===== src/rtl/wb_hram_arbiter.sv =====
// Two-master Wishbone arbiter in front of the HyperRAM controller data port.
// Registered grant, whole-cycle ownership, starvation override and an ack watchdog.
module wb_hram_arbiter #(
    parameter int unsigned AW          = 32,
    parameter int unsigned DW          = 32,
    parameter int unsigned STREAM_PRIO = 1,
    parameter int unsigned MAX_WAIT    = 64,
    parameter int unsigned TIMEOUT     = 1024
) (
    input  logic              wb_clk_i,
    input  logic              wb_rst_ni,
    input  logic [AW-1:0]     m0_adr_i,
    input  logic [DW-1:0]     m0_dat_i,
    input  logic [DW/8-1:0]   m0_sel_i,
    input  logic              m0_we_i,
    input  logic [2:0]        m0_cti_i,
    input  logic              m0_cyc_i,
    input  logic              m0_stb_i,
    output logic [DW-1:0]     m0_dat_o,
    output logic              m0_ack_o,
    output logic              m0_err_o,
    input  logic [AW-1:0]     m1_adr_i,
    input  logic [DW-1:0]     m1_dat_i,
    input  logic [DW/8-1:0]   m1_sel_i,
    input  logic              m1_we_i,
    input  logic [2:0]        m1_cti_i,
    input  logic              m1_cyc_i,
    input  logic              m1_stb_i,
    output logic [DW-1:0]     m1_dat_o,
    output logic              m1_ack_o,
    output logic              m1_err_o,
    output logic [AW-1:0]     s_adr_o,
    output logic [DW-1:0]     s_dat_o,
    output logic [DW/8-1:0]   s_sel_o,
    output logic              s_we_o,
    output logic [2:0]        s_cti_o,
    output logic              s_cyc_o,
    output logic              s_stb_o,
    input  logic [DW-1:0]     s_dat_i,
    input  logic              s_ack_i,
    output logic [1:0]        grant_o,
    output logic              timeout_o
);

    localparam int unsigned CW = (MAX_WAIT > 0) ? $clog2(MAX_WAIT + 1) : 1;
    localparam int unsigned TW = (TIMEOUT > 0) ? $clog2(TIMEOUT + 1) : 1;

    localparam logic [1:0] IDLE  = 2'd0;
    localparam logic [1:0] OWN0  = 2'd1;
    localparam logic [1:0] OWN1  = 2'd2;
    localparam logic [1:0] ABORT = 2'd3;

    logic [1:0]    state_q, state_d;
    logic          last_q, last_d;
    logic          abort_q, abort_d;
    logic [TW-1:0] wd_q, wd_d;
    logic [CW-1:0] st0_q, st0_d, st1_q, st1_d;

    logic own_cyc;
    logic own_stb;
    logic starved0;
    logic starved1;

    // State and bookkeeping registers
    always_ff @(posedge wb_clk_i or negedge wb_rst_ni) begin
        if (!wb_rst_ni) begin
            state_q <= IDLE;
            last_q  <= 1'b1;
            abort_q <= 1'b0;
            wd_q    <= '0;
            st0_q   <= '0;
            st1_q   <= '0;
        end else begin
            state_q <= state_d;
            last_q  <= last_d;
            abort_q <= abort_d;
            wd_q    <= wd_d;
            st0_q   <= st0_d;
            st1_q   <= st1_d;
        end
    end

    // Arbitration, ownership release, watchdog and starvation counting
    always_comb begin
        state_d  = state_q;
        last_d   = last_q;
        abort_d  = abort_q;
        wd_d     = wd_q;
        st0_d    = st0_q;
        st1_d    = st1_q;
        own_cyc  = (state_q == OWN1) ? m1_cyc_i : m0_cyc_i;
        own_stb  = (state_q == OWN1) ? m1_stb_i : m0_stb_i;
        starved0 = (st0_q >= CW'(MAX_WAIT));
        starved1 = (st1_q >= CW'(MAX_WAIT));

        case (state_q)
            IDLE: begin
                wd_d = '0;
                if (m0_cyc_i && m1_cyc_i) begin
                    if (starved0)              state_d = OWN0;
                    else if (starved1)         state_d = OWN1;
                    else if (STREAM_PRIO != 0) state_d = OWN1;
                    else if (last_q)           state_d = OWN0;
                    else                       state_d = OWN1;
                end else if (m0_cyc_i) begin
                    state_d = OWN0;
                end else if (m1_cyc_i) begin
                    state_d = OWN1;
                end
            end
            OWN0, OWN1: begin
                if (!own_cyc) begin
                    state_d = IDLE;
                    last_d  = (state_q == OWN1);
                    wd_d    = '0;
                end else if (own_stb && !s_ack_i) begin
                    if ((TIMEOUT != 0) && (wd_q == TW'(TIMEOUT - 1))) begin
                        state_d = ABORT;
                        abort_d = (state_q == OWN1);
                        wd_d    = '0;
                    end else begin
                        wd_d = wd_q + TW'(1);
                    end
                end else if (s_ack_i) begin
                    wd_d = '0;
                end
            end
            ABORT: begin
                state_d = IDLE;
                wd_d    = '0;
            end
            default: state_d = IDLE;
        endcase

        // A master's wait count only grows while it asks and someone else holds the port
        if (!m0_cyc_i || (state_q == OWN0) || (state_d == OWN0)) st0_d = '0;
        else if (st0_q < CW'(MAX_WAIT))                          st0_d = st0_q + CW'(1);

        if (!m1_cyc_i || (state_q == OWN1) || (state_d == OWN1)) st1_d = '0;
        else if (st1_q < CW'(MAX_WAIT))                          st1_d = st1_q + CW'(1);
    end

    // Slave-side mux and master return paths, selected by the registered owner
    always_comb begin
        s_adr_o   = '0;
        s_dat_o   = '0;
        s_sel_o   = '0;
        s_we_o    = 1'b0;
        s_cti_o   = 3'b000;
        s_cyc_o   = 1'b0;
        s_stb_o   = 1'b0;
        m0_dat_o  = '0;
        m0_ack_o  = 1'b0;
        m0_err_o  = 1'b0;
        m1_dat_o  = '0;
        m1_ack_o  = 1'b0;
        m1_err_o  = 1'b0;
        timeout_o = 1'b0;

        case (state_q)
            OWN0: begin
                s_adr_o  = m0_adr_i;
                s_dat_o  = m0_dat_i;
                s_sel_o  = m0_sel_i;
                s_we_o   = m0_we_i;
                s_cti_o  = m0_cti_i;
                s_cyc_o  = m0_cyc_i;
                s_stb_o  = m0_stb_i;
                m0_ack_o = s_ack_i;
                m0_dat_o = s_dat_i;
            end
            OWN1: begin
                s_adr_o  = m1_adr_i;
                s_dat_o  = m1_dat_i;
                s_sel_o  = m1_sel_i;
                s_we_o   = m1_we_i;
                s_cti_o  = m1_cti_i;
                s_cyc_o  = m1_cyc_i;
                s_stb_o  = m1_stb_i;
                m1_ack_o = s_ack_i;
                m1_dat_o = s_dat_i;
            end
            ABORT: begin
                timeout_o = 1'b1;
                if (abort_q) m1_err_o = 1'b1;
                else         m0_err_o = 1'b1;
            end
            default: ;
        endcase
    end

    assign grant_o = {state_q == OWN1, state_q == OWN0};

endmodule

===== config.mk =====
export PLATFORM = sky130hd
export DESIGN_NAME = wb_hram_arbiter
export DESIGN_NICKNAME = d
export VERILOG_FILES = /design/src/rtl/wb_hram_arbiter.sv
export SDC_FILE = /design/constraint.sdc
export NUM_CORES = 1
export LEC_CHECK = 0
export ABC_AREA = 1
export CAP_MARGIN = 20
export CORE_AREA = 2 2 127 129
export DETAILED_ROUTE_END_ITERATION = 16
export DIE_AREA = 0 0 129 131
export PLACE_DENSITY = 0.57
export SLEW_MARGIN = 20
export SYNTH_ARGS = -nofsm -noshare
export SYNTH_HDL_FRONTEND = slang
export SYNTH_SLANG_ARGS = --single-unit
export TNS_END_PERCENT = 30

===== constraint.sdc =====
create_clock -name wb_clk_i -period 5.4 [get_ports wb_clk_i]
set_clock_uncertainty 0.15 [all_clocks]
set_input_delay 0.54 -clock wb_clk_i [delete_from_list [all_inputs] [get_ports wb_clk_i]]
set_output_delay 0.54 -clock wb_clk_i [all_outputs]
set_load 0.05 [all_outputs]

Word-level counts from Yosys, hierarchy flattened
Index checks and enable logic that the tools add are counted.

operators by class
  $lt $le $gt $ge = 2
  muxes and demuxes = 33
  add/subtract/negate cells = 2
  reductions and logical operators = 11
  equal/unequal tests = 6

operators with widths
  operator                 count
  $pmux W32 S2             2
  $mux W32                 2
  $mux W11                 4
  $pmux W11 S2             1
  $mux W2                  7
  $mux W7                  2
  $add A11 B1 Y11 const B  1
  $eq A11 B10 Y1 const B   1
  $mux W1                  9
  $pmux W4 S2              1
  $add A7 B1 Y7 const B    1
  $ge A7 B7 Y1 const B     1
  $lt A7 B7 Y1 const B     1
  $pmux W1 S2              3
  $pmux W2 S3              1
  $pmux W3 S2              1
  $eq A2 B1 Y1 const B     2
  $eq A2 B2 Y1 const B     2
  $ne A4 B4 Y1 const B     1
  $reduce_and A4 Y1        1
  $reduce_or A2 Y1         2
  $logic_and A1 B1 Y1      2
  $logic_not A1 Y1         2
  $logic_not A2 Y1         1
  2 further kinds          3

storage, ports and cells
  word-level logic and storage cells = 58
  input bits = 183
  output and inout bits = 145
  flip-flop bits (word level) = 21

Longest topological paths before layout
  depth after elaboration = 9
  gate-level depth with buffers = 14

Worst setup path after synthesis
Ideal clock, no wire load.

  kind = register to output
  start point = register state_q[0]
  end point = output s_adr_o[19]
  stages on the path, launching flop included = 8
  path buffers = 3
  data required time = 4710 ps
  setup slack = 2229 ps
  arrival time = 2481 ps
  cell sequence = dfrtp_1 -> inv_1 -> ha_1 -> buf_6 -> buf_2 -> buf_1 -> nand2_1 -> a21oi_1

on the way
  longest elaborated chain between the ends = 2
  elaborated cells on any way between the ends = 3
  those cells by class = 2 x eq/ne; 1 x mux

RTL lines
  item                    line  text
  start, declared         53    logic [1:0] state_q, state_d;
  start signal, assigned  74    state_q <= state_d;
  $eq A2 B2 Y1            --
  via grant_o[1]          41    output logic [1:0] grant_o,
  $pmux W32 S2            160   case (state_q)
  end, declared           32    output logic [AW-1:0] s_adr_o,

The timed path passes the listed nets, and every way through them passes these cells.

Final worst setup path
  start point = register state_q[0]
  end point = output s_dat_o[29]

on the way
  longest elaborated chain between the ends = 2
  elaborated cells on any way between the ends = 3
  those cells by class = 2 x eq/ne; 1 x mux

RTL lines
  item                                          line  text
  $eq A2 B2 Y1 or $eq A2 B1 Y1 (tied branches)  160
  $pmux W32 S2 (*)                              160
  end, declared                                 33    output logic [DW-1:0] s_dat_o,

Mark *: on every way between the ends. The rest lies on a longest branch, timed or not.

==> results.md <==
Die:
- Row generation in the floorplan step produced 46 rows.
- The floorplan die area is between 15000 and 20000 µm².
- The I/O pin count is roughly 330.
- The height of the chip is between 100 and 150 µm.
- The region available for standard cell placement spans between 15000 and 20000 µm².
- The die span in x is between 100 and 150 µm.
- For this configuration, the core starts out at a cell density of about 18%.

Placement:
- The cell area after placement is between 6000 and 7000 µm².
- The count of input and output buffers is 327.
- The final HPWL from detailed placement is about 15000 µm.
- The final RePlAce weighted congestion is 0.8807.

Clock tree:
- The number of buffers created by CTS is 3.
- CTS saw 21 sinks.
- The total setup buffers inserted after CTS is 0.
- The number of levels in the clock H-tree is 1.
- After clock tree synthesis, the repair step resized 0 gates.
- The post-CTS clock slew at the launch and capture registers of the worst setup and hold paths is ~0.06 ns.
- In this run the deepest clock path goes through 2 buffers.
- TritonCTS built the clock tree.
- The root buffer cell chosen for the clock tree is clkbuf_16.
- In this run, post-CTS hold repair placed 0 buffers.
- The clock reaches the later pin of the worst-skew pair after 0.25 ns.

Setup path:
- The capturing element of the worst setup path is s_dat_o[29].
- The startpoint class of the critical path is a flip-flop.
- STA classifies the critical path endpoint as an output pin.
- In this run the worst path has a maximum fanout of between 50 and 60.
- The path type of the worst setup path is flip-flop to output pin.
- For the worst setup path, the data required time is 4.71 ns.
- The launching point of the worst reg2reg path is state_q[0].
- In this run the critical register-to-register path is captured at wd_q[10].
- The worst path arrival time is just over 3 ns.
- Setup slack on the worst reg-to-reg path comes out at ~2.6 ns.
- The cell count of the worst reg-to-reg path is 14.
- The critical path starts at state_q[0].

Power:
- The fraction of power consumed by combinational cells is 88.1%.
- The leakage power is roughly 2.8 nW.
- The internal power is about 1.1 mW.
- The design draws 2.951 mW.
- The analysis attributes to net switching a power of between 1.5 and 2 mW.
- The power density over the cells is between 400 and 500 nW/µm².
- The clock network fraction of design power is about 5.3%.
- The sequential share of power is under 10%.
- Across the VDD grid, the largest voltage drop is about 0.26 mV.
- Net switching is 64.02% of the power.

STA:
- The setup total negative slack is 0 ns.
- The number of setup violations in the final report is 0.
- The transition time of the tightest slew-check pin is approximately 1.0 ns.
- The max-slew violation count is 0.
- Of the available clock period, the critical path in the final layout requires between 60% and 70%.
- The upper clock frequency limit is about 260 MHz.
- The number of endpoints with negative hold slack in the final report is 0.
- The post-layout minimum cycle time is between 3 and 4 ns.
- The relative slew slack is between 30% and 40%.
- Setup repair after global routing left no endpoint under its margin.

Yosys:
- By area the synthesized netlist is led by nand2_1 (31%), dfrtp_1 (19%), a21oi_1 (15%), inv_1 (12%), nor2_1 (3.2%).
- In this run the mean area of a mapped cell was approximately 5.2 µm².
- Yosys printed 0 warnings.
- The most used flip-flop cell after synthesis is dfrtp_1.
- The synthesized design spends more area on one cell type than any other, namely nand2_1.
- The sequential-to-total area share from yosys stat is 18.94%.
- Yosys mapped the design onto 29 distinct sky130hd cell types.
- The library cell with the highest instance count after synthesis is nand2_1.
- The number of nets in the synthesized netlist is slightly above 700.
- Synthesis handed over a netlist of between 500 and 600 instances.
- In the synthesized netlist the async set-or-reset flop fraction comes to 100.0%.
- After synthesis the netlist holds a flip-flop and latch count of 21.
- The mapped cell area is ~2800 µm².
- In the synthesized netlist, the cells that appear most often are nand2_1 (231), inv_1 (87), a21oi_1 (83).
- The fraction of synthesized cell area taken by the top area cell type is 31.26%.
- The count of flip-flops with a built-in enable after synthesis is 0.

Detailed routing:
- The number of design-rule violations left by the first detailed-router iteration is 147.
- For this run, the detailed router's first-pass iteration total came to 4.
- The DRC violation count after routing is 0.
- After detailed routing, the number of vias per cell comes to between 4 and 5.
- Dividing the detail-routed wire length by the instance count gives between 15 and 20 µm.
- The amount of wire on met2 after detailed routing is a little under 10000 µm.
- The detailed router used layers up to and including met4.
- The amount of wire on met3 after detailed routing is ~960 µm.
- For this block, the via count after detailed routing is around 4300.
- The count of nets left with antenna violations once routing finished came out at 0.
- The routed design has roughly 17000 µm of wire.
- After detailed routing, the wire length on met1 is 6233 µm.

Global route:
- The number of global-route vias before repair is roughly 3900.
- The total overflow left after global routing is 0.
- In the global route stage, overall resource usage came out at between 10% and 20%.
- The initial antenna violation count is 0.
- The first global-routing pass estimated around 24000 µm of wire.
- The largest net degree at the start of global routing is 59.

Worst hold path:
- The startpoint of the most critical hold path is wd_q[0].
- The worst hold path depth is 1.
- The class of the worst hold path is flip-flop to flip-flop.

Layout:
- The area of all placed cells without fillers is 6326 µm².
- The utilization after layout is around two fifths.
- The number of antenna diodes in the final layout is 0.
- The final layout contains 1030 nets.
- Cells with a size suffix above 1 make up about 3.3% of the layout.
- The synthesis-to-finish area growth is 128.1%.

Outcome:
- The run finished with clean final reports.

Run:
- The number of max-cap violations is 0.
-- per-stage QoR --
step	std cells	hold WS (ns)	setup WS, ns
floorplan	537	0.09441	2.229
global placement	1052	0.3447	1.830
detailed placement	1052	0.3466	1.822
CTS	1056	0.3565	1.539
global route	1056	0.3685	1.412
finish	1056	0.3531	1.621
-- worst max-delay path, cell delays in order, from the launching register on --
cell and delay, ns:
dfrtp_1 0.41, inv_1 0.13, ha_1 0.39, inv_2 0.74, buf_4 0.36, a21oi_1 0.07, clkdlybuf4s50_1 0.71
-- area by class of cell --
class / count / area [µm²]
multi-input combinational: 394 / 1793
clock inverter: 1 / 5.005
tap: 216 / 270.3
sequential: 21 / 525.5
fill: 1659 / 9271
timing repair buffer: 332 / 3323
clock buffer: 3 / 75.07
inverter: 89 / 334.1
-- power groups by stage --
| stage | Sequential, mW | Combinational [mW] | Clock, mW |
|---|---|---|---|
| after floorplan | 0.190 | 1.69 | 0 |
| after global placement | 0.194 | 2.63 | 0 |
| after detailed placement | 0.195 | 2.63 | 0 |
| after CTS | 0.192 | 2.64 | 0.162 |
| after global routing | 0.195 | 2.75 | 0.171 |
| final | 0.193 | 2.60 | 0.157 |
-- layer usage --
| layer | GRT usage [%] | vias up |
|---|---|---|
| met5 | 0 | - |
| met3 | 3.787 | 22 |
| met1 | 19.91 | 1862 |
| met4 | 6.330 | 0 |
| met2 | 36.26 | 155 |
| li1 | - | 2235 |
-- registers in the layout, indices dropped and copies added (netlist names) --
name,count
wd_q,11
st0_q,7
state_q,2
abort_q,1
-- cells in the final DEF (no fill, tap or decap), types with 2 or more instances in the layout --
cell type        synthesis  layout
a21oi_1                 83      83
a31oi_1                  2       2
buf_4                    0       4
clkbuf_16                0       3
clkdlybuf4s50_1          0     327
dfrtp_1                 21      21
ha_1                     6       4
ha_4                     0       2
inv_1                   87      86
inv_2                    2       3
nand2_1                231     231
nand2_2                  8       8
nand3_1                  6       6
nand4_1                  3       3
nor2_1                  24      24
nor2_2                   2       2
nor3_1                   7       7
o21ai_0                  2       2
o21ai_1                  6       6
xnor2_1                  2       2
xor2_1                   4       4
-- worst min path at each step --
| stage | to | slack, ns |
|---|---|---|
| 3_5_place_dp | wd_q[0] | 0.35 |
| 2_1_floorplan | abort_q | 0.09 |
| 3_3_place_gp | wd_q[0] | 0.34 |
| 4_1_cts | wd_q[0] | 0.36 |
| 6_report | wd_q[0] | 0.35 |
| 5_1_grt | wd_q[0] | 0.37 |
-- logic make-up after synthesis --
logic type	share of synthesized area (%)
AOI/OAI and AO/OA	17.86
xor gates and xnor gates	1.894
adders and majority gates	2.706
buffers and inverters	17.32
DFF	18.94
muxes	0.3609
and+or+nand+nor	40.91
(Power assumes the default switching activity.)
